**src/rtl/fbuf_sched_if.sv**
```systemverilog
// Writer/reader handshake bundle between the frame-buffer scheduler and the
// stream's write/read DMA engines.
interface fbuf_sched_if #(
    parameter int C_IDX_BITS       = 2,
    parameter int C_BUF_ADDR_WIDTH = 32
);
    logic                        wr_req;
    logic                        wr_done;
    logic                        wr_ack;
    logic [C_IDX_BITS-1:0]       wr_idx;
    logic [C_BUF_ADDR_WIDTH-1:0] wr_addr;
    logic                        rd_req;
    logic                        rd_ack;
    logic [C_IDX_BITS-1:0]       rd_idx;
    logic [C_BUF_ADDR_WIDTH-1:0] rd_addr;
    logic                        rd_new;

    modport master (
        output wr_req, wr_done, rd_req,
        input  wr_ack, wr_idx, wr_addr, rd_ack, rd_idx, rd_addr, rd_new
    );

    modport slave (
        input  wr_req, wr_done, rd_req,
        output wr_ack, wr_idx, wr_addr, rd_ack, rd_idx, rd_addr, rd_new
    );
endinterface

```
**src/rtl/fbuf_sched.sv**
```systemverilog
// Buffer-ring scheduler: grants free buffers to the capture writer, publishes the
// latest completed frame and hands it to the display reader without overlap.
module fbuf_sched #(
    parameter int C_BUF_NUM        = 4,
    parameter int C_IDX_BITS       = 2,
    parameter int C_BUF_ADDR_WIDTH = 32,
    parameter int C_CNT_BITS       = 16
) (
    input  logic                        clk,
    input  logic                        resetn,
    input  logic                        soft_resetn,
    input  logic [C_BUF_ADDR_WIDTH-1:0] buf0_addr,
    input  logic [C_BUF_ADDR_WIDTH-1:0] buf1_addr,
    input  logic [C_BUF_ADDR_WIDTH-1:0] buf2_addr,
    input  logic [C_BUF_ADDR_WIDTH-1:0] buf3_addr,
    fbuf_sched_if.slave                 bus,
    output logic [C_CNT_BITS-1:0]       frame_cnt,
    output logic [C_CNT_BITS-1:0]       drop_cnt
);

    localparam logic [C_IDX_BITS-1:0] IDX_LAST = C_IDX_BITS'(C_BUF_NUM - 1);

    logic                  w_busy;
    logic                  latest_valid;
    logic [C_IDX_BITS-1:0] latest_idx;

    // State after applying wr_done, then rd_req, then wr_req in that order.
    logic                  busy_1;
    logic                  lat_valid_1;
    logic [C_IDX_BITS-1:0] lat_idx_1;
    logic                  frame_inc;
    logic [C_IDX_BITS-1:0] rd_idx_2;
    logic                  rd_new_2;
    logic [C_IDX_BITS-1:0] cand;
    logic [C_IDX_BITS-1:0] pick;
    logic                  found;

    function automatic logic [C_BUF_ADDR_WIDTH-1:0] addr_of(input logic [C_IDX_BITS-1:0] idx);
        case (idx)
            C_IDX_BITS'(0): addr_of = buf0_addr;
            C_IDX_BITS'(1): addr_of = buf1_addr;
            C_IDX_BITS'(2): addr_of = buf2_addr;
            default:        addr_of = buf3_addr;
        endcase
    endfunction

    // NOTE: every always_comb output gets a default first so no path leaves it unassigned (no latch).
    always_comb begin
        busy_1      = w_busy;
        lat_valid_1 = latest_valid;
        lat_idx_1   = latest_idx;
        frame_inc   = 1'b0;
        if (bus.wr_done && w_busy) begin
            lat_idx_1   = bus.wr_idx;
            lat_valid_1 = 1'b1;
            busy_1      = 1'b0;
            frame_inc   = 1'b1;
        end

        rd_idx_2 = bus.rd_idx;
        rd_new_2 = 1'b0;
        if (bus.rd_req && lat_valid_1 && (lat_idx_1 != bus.rd_idx)) begin
            rd_idx_2 = lat_idx_1;
            rd_new_2 = 1'b1;
        end

        // Round-robin from wr_idx+1; the current (possibly abandoned) buffer comes last.
        cand  = bus.wr_idx;
        pick  = bus.wr_idx;
        found = 1'b0;
        for (int k = 0; k < C_BUF_NUM; k++) begin
            cand = (cand == IDX_LAST) ? '0 : cand + 1'b1;
            if (!found && (cand != rd_idx_2) && !(lat_valid_1 && (cand == lat_idx_1))) begin
                pick  = cand;
                found = 1'b1;
            end
        end
    end

    // NOTE: sequential state uses non-blocking assignments so every register samples pre-edge values.
    always_ff @(posedge clk) begin
        if (!resetn || !soft_resetn) begin
            w_busy       <= 1'b0;
            latest_valid <= 1'b0;
            latest_idx   <= '0;
            frame_cnt    <= '0;
            drop_cnt     <= '0;
            bus.wr_ack   <= 1'b0;
            bus.wr_idx   <= '0;
            bus.wr_addr  <= '0;
            bus.rd_ack   <= 1'b0;
            bus.rd_idx   <= '0;
            bus.rd_addr  <= '0;
            bus.rd_new   <= 1'b0;
        end else begin
            w_busy       <= busy_1;
            latest_valid <= lat_valid_1;
            latest_idx   <= lat_idx_1;
            if (frame_inc) begin
                frame_cnt <= frame_cnt + 1'b1;
            end

            bus.rd_ack <= bus.rd_req;
            if (bus.rd_req) begin
                bus.rd_idx  <= rd_idx_2;
                bus.rd_addr <= addr_of(rd_idx_2);
                bus.rd_new  <= rd_new_2;
            end

            bus.wr_ack <= bus.wr_req;
            if (bus.wr_req) begin
                bus.wr_idx  <= pick;
                bus.wr_addr <= addr_of(pick);
                w_busy      <= 1'b1;
                // A grant while still busy abandons the previous frame.
                if (busy_1 && (drop_cnt != '1)) begin
                    drop_cnt <= drop_cnt + 1'b1;
                end
            end
        end
    end

endmodule

```
**src/flat_wrapper.sv**
```systemverilog
// flat-port wrapper written by rule: the top's interface ports become plain ports
module fbuf_sched_flat 
#(
    parameter int C_BUF_NUM        = 4,
    parameter int C_IDX_BITS       = 2,
    parameter int C_BUF_ADDR_WIDTH = 32,
    parameter int C_CNT_BITS       = 16
)
  (clk, resetn, soft_resetn, buf0_addr, buf1_addr, buf2_addr, buf3_addr, frame_cnt, drop_cnt, bus_wr_req, bus_wr_done, bus_rd_req, bus_wr_ack, bus_wr_idx, bus_wr_addr, bus_rd_ack, bus_rd_idx, bus_rd_addr, bus_rd_new);
  fbuf_sched_if #(.C_IDX_BITS(C_IDX_BITS), .C_BUF_ADDR_WIDTH(C_BUF_ADDR_WIDTH)) bus_i ();
  input  logic clk;
  input  logic resetn;
  input  logic soft_resetn;
  input  logic [C_BUF_ADDR_WIDTH-1:0] buf0_addr;
  input  logic [C_BUF_ADDR_WIDTH-1:0] buf1_addr;
  input  logic [C_BUF_ADDR_WIDTH-1:0] buf2_addr;
  input  logic [C_BUF_ADDR_WIDTH-1:0] buf3_addr;
  output logic [C_CNT_BITS-1:0] frame_cnt;
  output logic [C_CNT_BITS-1:0] drop_cnt;
  input wire logic [$bits(bus_i.wr_req)-1:0] bus_wr_req;
  input wire logic [$bits(bus_i.wr_done)-1:0] bus_wr_done;
  input wire logic [$bits(bus_i.rd_req)-1:0] bus_rd_req;
  output wire logic [$bits(bus_i.wr_ack)-1:0] bus_wr_ack;
  output wire logic [$bits(bus_i.wr_idx)-1:0] bus_wr_idx;
  output wire logic [$bits(bus_i.wr_addr)-1:0] bus_wr_addr;
  output wire logic [$bits(bus_i.rd_ack)-1:0] bus_rd_ack;
  output wire logic [$bits(bus_i.rd_idx)-1:0] bus_rd_idx;
  output wire logic [$bits(bus_i.rd_addr)-1:0] bus_rd_addr;
  output wire logic [$bits(bus_i.rd_new)-1:0] bus_rd_new;
  assign bus_i.wr_req = bus_wr_req;
  assign bus_i.wr_done = bus_wr_done;
  assign bus_i.rd_req = bus_rd_req;
  assign bus_wr_ack = bus_i.wr_ack;
  assign bus_wr_idx = bus_i.wr_idx;
  assign bus_wr_addr = bus_i.wr_addr;
  assign bus_rd_ack = bus_i.rd_ack;
  assign bus_rd_idx = bus_i.rd_idx;
  assign bus_rd_addr = bus_i.rd_addr;
  assign bus_rd_new = bus_i.rd_new;
  fbuf_sched #(.C_BUF_NUM(C_BUF_NUM), .C_IDX_BITS(C_IDX_BITS), .C_BUF_ADDR_WIDTH(C_BUF_ADDR_WIDTH), .C_CNT_BITS(C_CNT_BITS)) u_core (.clk(clk), .resetn(resetn), .soft_resetn(soft_resetn), .buf0_addr(buf0_addr), .buf1_addr(buf1_addr), .buf2_addr(buf2_addr), .buf3_addr(buf3_addr), .bus(bus_i), .frame_cnt(frame_cnt), .drop_cnt(drop_cnt));
endmodule
```
**config.mk**
```make
export PLATFORM = sky130hd
export DESIGN_NAME = fbuf_sched_flat
export DESIGN_NICKNAME = d
export VERILOG_FILES = /design/src/rtl/fbuf_sched_if.sv /design/src/rtl/fbuf_sched.sv /design/src/flat_wrapper.sv
export SDC_FILE = /design/constraint.sdc
export NUM_CORES = 1
export LEC_CHECK = 0
export CAP_MARGIN = 40
export CORE_MARGIN = 5
export CORE_UTILIZATION = 56
export CTS_CLUSTER_DIAMETER = 50
export DETAILED_ROUTE_END_ITERATION = 10
export DONT_BUFFER_PORTS = 1
export PLACE_DENSITY = 0.75
export RECOVER_POWER = 50
export SKIP_CTS_REPAIR_TIMING = 1
export SYNTH_ARGS = -nofsm -noshare
export SYNTH_HDL_FRONTEND = slang
export SYNTH_SLANG_ARGS = --single-unit
```
**constraint.sdc**
```tcl
create_clock -name clk -period 2.45 [get_ports clk]
set_input_delay 0.49 -clock clk [delete_from_list [all_inputs] [get_ports clk]]
set_output_delay 0.49 -clock clk [all_outputs]
set_load 0.02 [all_outputs]
```
---- Yosys cells after proc, flatten, opt, wreduce, memory -nomap -nowiden ----
Index checks and enable logic that the tools add are counted.
word-level totals
  register bits ........................... 107
  bits in latches ......................... 0
  ROM bits ................................ 0
  input bits .............................. 134
  RAM bits ................................ 0
  memories ................................ 0
operators by class
  shift operators ......................... 0
  order comparisons ....................... 0
  multipliers ............................. 0
  muxes and demuxes ....................... 20
  div/mod/pow operators ................... 0
  bitwise operators ....................... 0
  eq/ne operators ......................... 18
  $add $sub $neg .......................... 6
  reduce and logical (&&, ||, !) cells .... 28
operators by type and width
  cell                                                  count
  one-hot mux 32 bit (3 select lines)                   2
  adder 16 x 1 -> 16 bit (second input constant)        2
  two-way mux 2 bit                                     10
  inequality test 16 bit (second input constant)        1
  logical AND 1 bit                                     15
  equality test 2 bit (second input constant)           6
  inequality test 2 bit                                 5
  logical NOT 1 bit                                     9
  adder 2 x 1 -> 2 bit (second input constant)          4
  equality test 2 bit                                   4
  two-way mux 1 bit                                     8
  equality test 2 x 1 -> 1 bit (second input constant)  2
  logical NOT 2 bit                                     2
  AND reduction 2 bit                                   1
  logical OR 1 bit                                      1

---- Depth between registers and ports, before layout ----
  depth after elaboration ................. 22
  depth in mapped cells ................... 11
  depth with buffers taken out ............ 9

---- Least setup slack after synthesis ----
Ideal clock, no wire load.
  path type ............................... reg-to-reg
  start point ............................. register u_core.bus.wr_idx[1]
  end point ............................... register u_core.bus.wr_addr[10]
  slack ................................... -253 ps
  library setup time ...................... 130 ps
  buffers on the path ..................... 2
  cell stages (with the launch flop) ...... 12
  required time ........................... 2320 ps
  arrival time ............................ 2573 ps
  path through ............................ dfxtp_1 -> ha_1 -> or2_2 -> a211oi_1 -> a31oi_2 -> a31oi_4 -> a2bb2oi_2 -> o21ai_2 -> buf_12 -> buf_12 -> a221oi_2 -> a211oi_2
on the way
  word-level cells in the longest chain between the ends .. 21
RTL lines
  what                                                                           RTL line             RTL
  start, declared                                                                fbuf_sched_if.sv:25  output wr_ack, wr_idx, wr_addr, rd_ack, rd_idx, rd_addr, rd_new
  start signal, assigned                                                         fbuf_sched.sv:112    bus.wr_idx <= pick;
  parallel branches: the longest is 18 deep, another holds adder 2 x 1 -> 2 bit  -
  two-way mux 2 bit (*)                                                          fbuf_sched.sv:73     if (!found && (cand != rd_idx_2) && !(lat_valid_1 && (cand == lat_idx_1))) begin
  equality test 2 bit, or another cell as far along                              fbuf_sched.sv:39     case (idx)
  one-hot mux 32 bit (3 select lines) (*)                                        fbuf_sched.sv:39
  end signal, assigned                                                           fbuf_sched.sv:113    bus.wr_addr <= addr_of(pick);
  end, declared                                                                  fbuf_sched_if.sv:25
Mark *: on every way between the ends.
A chain may end at the register's enable or synchronous reset.

---- Worst setup path after layout ----
  start point ............................. register u_core.w_busy
  end point ............................... register u_core.bus.wr_addr[11]
on the way
  word-level cells in the longest chain between the ends .. 22
RTL lines
  what                                                               RTL line          RTL
  start, declared                                                    fbuf_sched.sv:23  logic w_busy;
  start signal, assigned                                             fbuf_sched.sv:96  w_busy <= busy_1;
  logical AND 1 bit (*)                                              fbuf_sched.sv:53  if (bus.wr_done && w_busy) begin
  two-way mux 2 bit / two-way mux 1 bit (equally long branches)      fbuf_sched.sv:53
  inequality test 2 bit / logical AND 1 bit (equally long branches)  fbuf_sched.sv:62  if (bus.rd_req && lat_valid_1 && (lat_idx_1 != bus.rd_idx)) begin
  logical AND 1 bit                                                  fbuf_sched.sv:62
  two-way mux 2 bit                                                  fbuf_sched.sv:62
  inequality test 2 bit                                              fbuf_sched.sv:73
  logical AND 1 bit                                                  fbuf_sched.sv:73
  two-way mux 1 bit                                                  fbuf_sched.sv:73
  [4 not listed]                                                     -
  logical NOT 1 bit                                                  fbuf_sched.sv:73
  logical AND 1 bit (2 in series)                                    fbuf_sched.sv:73
  two-way mux 1 bit                                                  fbuf_sched.sv:73
  logical NOT 1 bit                                                  fbuf_sched.sv:73
  logical AND 1 bit (2 in series)                                    fbuf_sched.sv:73
  two-way mux 2 bit (*)                                              fbuf_sched.sv:73
  equality test 2 bit, or another cell as far along                  fbuf_sched.sv:39
  one-hot mux 32 bit (3 select lines) (*)                            fbuf_sched.sv:39
Every way passes the cells marked *; elsewhere a longest branch is shown, timed or not.

==> impl_metrics.py <==
metrics = {
    "die": {
        "ios": 237,
        "dieArea_um2": 13900,
        "core_um2": 11400,
        "rows": 39,
        "fp.dieH_um": 118,
        "start_util": 0.573,
        "fp.dieW_um": 118,
    },
    "yosys": {
        "async_reset_ff_frac": 0,
        "ys_types": 65,
        "synth-seq-area-share": 0.328,
        "synth_seq_cells": 107,
        "synth_edf_count": 0,
        "avgSynthCellArea_um2": 10.6,
        "synth_top_area_share": 0.328,
        "ys.flop_type": "dfxtp_1",
        "synthTopCellsByArea": "dfxtp_1 33%, mux4_2 11%, mux2i_1 10%",
        "syn_area_um2": 6540,
        "ys_warn_count": 0,
        "synthesis.nets": 751,
        "netlist_instances": 614,
        "synth.largest_area_cell": "dfxtp_1",
    },
    "finish": {
        "syn_to_final_growth_pct": 22.4,
        "design_area_um2": 8010,
        "drive_gt1_frac": 0.370,
        "nNetsFinal": 791,
        "fillers": 836,
        "diodes": 0,
    },
    "detailed_routing": {
        "antenna_left": 0,
        "drtIter0Drc": 379,
        "wl_mm": 19.9,
        "vias": 5388,
        "routedWlPerCell_um": 24.8,
        "firstDrtPassIters": 4,
        "viasPerCell": 6.72,
        "drc_errors": 0,
    },
    "power": {
        "p_per_area_nw_per_um2": 608,
        "fin_total_pwr_mw": 4.87,
        "ir_drop_v": 0.000442,
        "power.leakage_nw": 2.93,
    },
    "clock_network": {
        "h-tree-depth": 3,
        "root_buffer": "clkbuf_16",
        "clock_latency_ps": 340,
        "cts_buffers": 9,
        "cts_tree": "built",
        "clkSinkCount": 107,
        "clockBufferDepth": 2,
        "clk_pin_slew_ps": 60,
    },
    "hold_path": {
        "min_path_type": "in -> reg",
    },
    "timing": {
        "fin_crit_sh": 1.09,
        "setup_slack_ps": -230,
        "worst_slew_pin_slew_ps": 1000,
        "hold_viol_final": 0,
        "report.final.slew_viol_count": 0,
        "max_freq_ghz": 0.373,
        "skew_ps": 10.5,
        "tns_ps": -7490,
        "setup_viol": 60,
        "rsz0062_at_grt": "true",
        "max-slew-margin-rel": 0.331,
        "holdWs_ps": 293,
        "fin_crit_ps": 2680,
    },
    "worst_setup_path": {
        "ff2ff_path_depth": 11,
        "timing.critical_path.to": "u_core.bus.wr_addr[11]",
        "worstReg2RegEnd": "u_core.bus.wr_addr[11]",
        "r2r-start": "u_core.w_busy",
        "start_kind": "flip-flop",
        "cp_data_required_time_ps": 2670,
        "regToRegSetupSlack_ps": -230,
        "arrival_ps": 2900,
        "crit_type": "reg -> reg",
        "cp_max_fo": 10,
        "cp-end-kind": "flip-flop",
        "crit_start": "u_core.w_busy",
    },
    "grt": {
        "track_usage": 0.252,
        "grt_pass1_wl_mm": 28.9,
        "grt.overflow.total": 0,
        "grt_pass1_vias": 5332,
        "grt_max_degree": 51,
        "antenna_found_initial": 0,
    },
    "flow_run": {
        "maxCapViolCount": 0,
    },
    "place": {
        "place_area_um2": 7050,
        "port_buffers": 0,
        "globalplace.congestion": 0.887,
        "hpwl_mm": 13.3,
    },
    "outcome": {
        "violations": "negative setup slack",
        "status": "complete, but fails checks",
    },
}
[cells in the final DEF, fill, tap and decap left out, drive strengths merged, types with 2 or more instances in the layout]
cell type / instances
clkinv: 2
inv: 5
or3: 6
a211o: 3
buf: 70
dfxtp: 107
ha: 3
and3: 6
a31oi: 4
and4: 4
o211ai: 2
nor4: 2
nand3: 9
o22a: 2
a2bb2oi: 3
nand2b: 2
nand2: 21
mux4: 32
a221oi: 33
xnor2: 9
clkbuf: 22
a21o: 4
o21ai: 41
a21oi: 16
nor3b: 3
a211oi: 35
mux2i: 66
nor2: 70
nand4: 6
xor2: 17
and2: 38
[logic make-up after synthesis]
group                      share of synthesized area
AOI/OAI and AO/OA                              0.231
and+or+nand+nor                                0.132
xor gates and xnor gates                      0.0348
muxes                                          0.214
adders and majority gates                    0.00574
buffers and inverters                         0.0553
DFF                                            0.328
[layer usage]
layer / GRT usage / wire [um] / share of wire / vias to the layer above
li1: - / - / - / 2408
met1: 0.286 / 7260 / 0.36 / 2654
met2: 0.437 / 10100 / 0.51 / 286
met3: 0.0793 / 1900 / 0.096 / 40
met4: 0.104 / 600 / 0.030 / 0
met5: 0 / 0 / 0 / -
[synth_stat cells (all sizes together), types with 2 or more instances]
cell,n
dfxtp,107
nor2,70
mux2i,66
o21ai,41
and2,38
a211oi,35
a221oi,33
mux4,32
buf,29
nand2,21
clkbuf,20
xor2,17
a21oi,16
nand3,9
xnor2,9
and3,6
nand4,6
or3,6
inv,5
a21o,4
a31oi,4
and4,4
a211o,3
a2bb2oi,3
ha,3
nor3b,3
nand2b,2
nor4,2
o211ai,2
o22a,2
[sequential cells by signal, summed over array words and instances, names as in the netlist]
signal and cells:
u_core.bus.wr_ack 1, u_core.bus.rd_new 1, u_core.latest_idx 2, u_core.w_busy 1
u_core.bus.rd_ack 1, u_core.drop_cnt 16, u_core.bus.rd_addr 32, u_core.bus.wr_idx 2
u_core.bus.wr_addr 32, u_core.bus.rd_idx 2, u_core.latest_valid 1, u_core.frame_cnt 16
[cell type report]
| cell class | count | area, um^2 | share of cell area |
|---|---|---|---|
| clock buffer | 14 | 284 | 0.0355 |
| clock inverter | 2 | 17.5 | 0.00219 |
| inverter | 5 | 18.8 | 0.00234 |
| multi-input combinational | 453 | 4450 | 0.556 |
| sequential | 107 | 2150 | 0.268 |
| tap | 143 | 179 | 0.0224 |
| timing repair buffer | 78 | 905 | 0.113 |
[per-stage QoR]
| step | instances | setup WS (ps) | utilization |
|---|---|---|---|
| after floorplan | 614 | -70.1 | - |
| after global placement | 765 | -266 | 0.617 |
| after detailed placement | 765 | -340 | 0.617 |
| after CTS | 781 | -280 | 0.644 |
| after global routing | 802 | -318 | 0.701 |
| final | 802 | -230 | 0.701 |
[worst max-delay path: stages, from the launching register on]
cell       delay [ps]
dfxtp_4           410
nand2_8            60
mux2_4            350
a211o_4           370
a31oi_4           250
buf_6             140
a2bb2oi_4         200
o21ai_4            90
buf_12            160
clkbuf_16         180
a221oi_4          300
a211oi_2           50
[worst min path at each step]
stage | from | endpoint | slack [ps] | cells after the start
2_1_floorplan | u_core.bus.rd_new | u_core.bus.rd_new | 540 | 2
3_3_place_gp | u_core.bus.rd_new | u_core.bus.rd_new | 570 | 2
3_5_place_dp | u_core.bus.rd_new | u_core.bus.rd_new | 570 | 2
4_1_cts | bus_wr_req | u_core.w_busy | 280 | 2
5_1_grt | bus_wr_req | u_core.bus.wr_idx[1] | 300 | 1
6_report | bus_wr_req | u_core.w_busy | 290 | 2
[where the power goes]
group	switching (mW)	leakage [nW]	internal (mW)
Combinational	0.736	1.91	0.748
Sequential	0.126	0.871	1.80
Clock	0.649	0.149	0.807
Power figures use the tool's default switching activity.
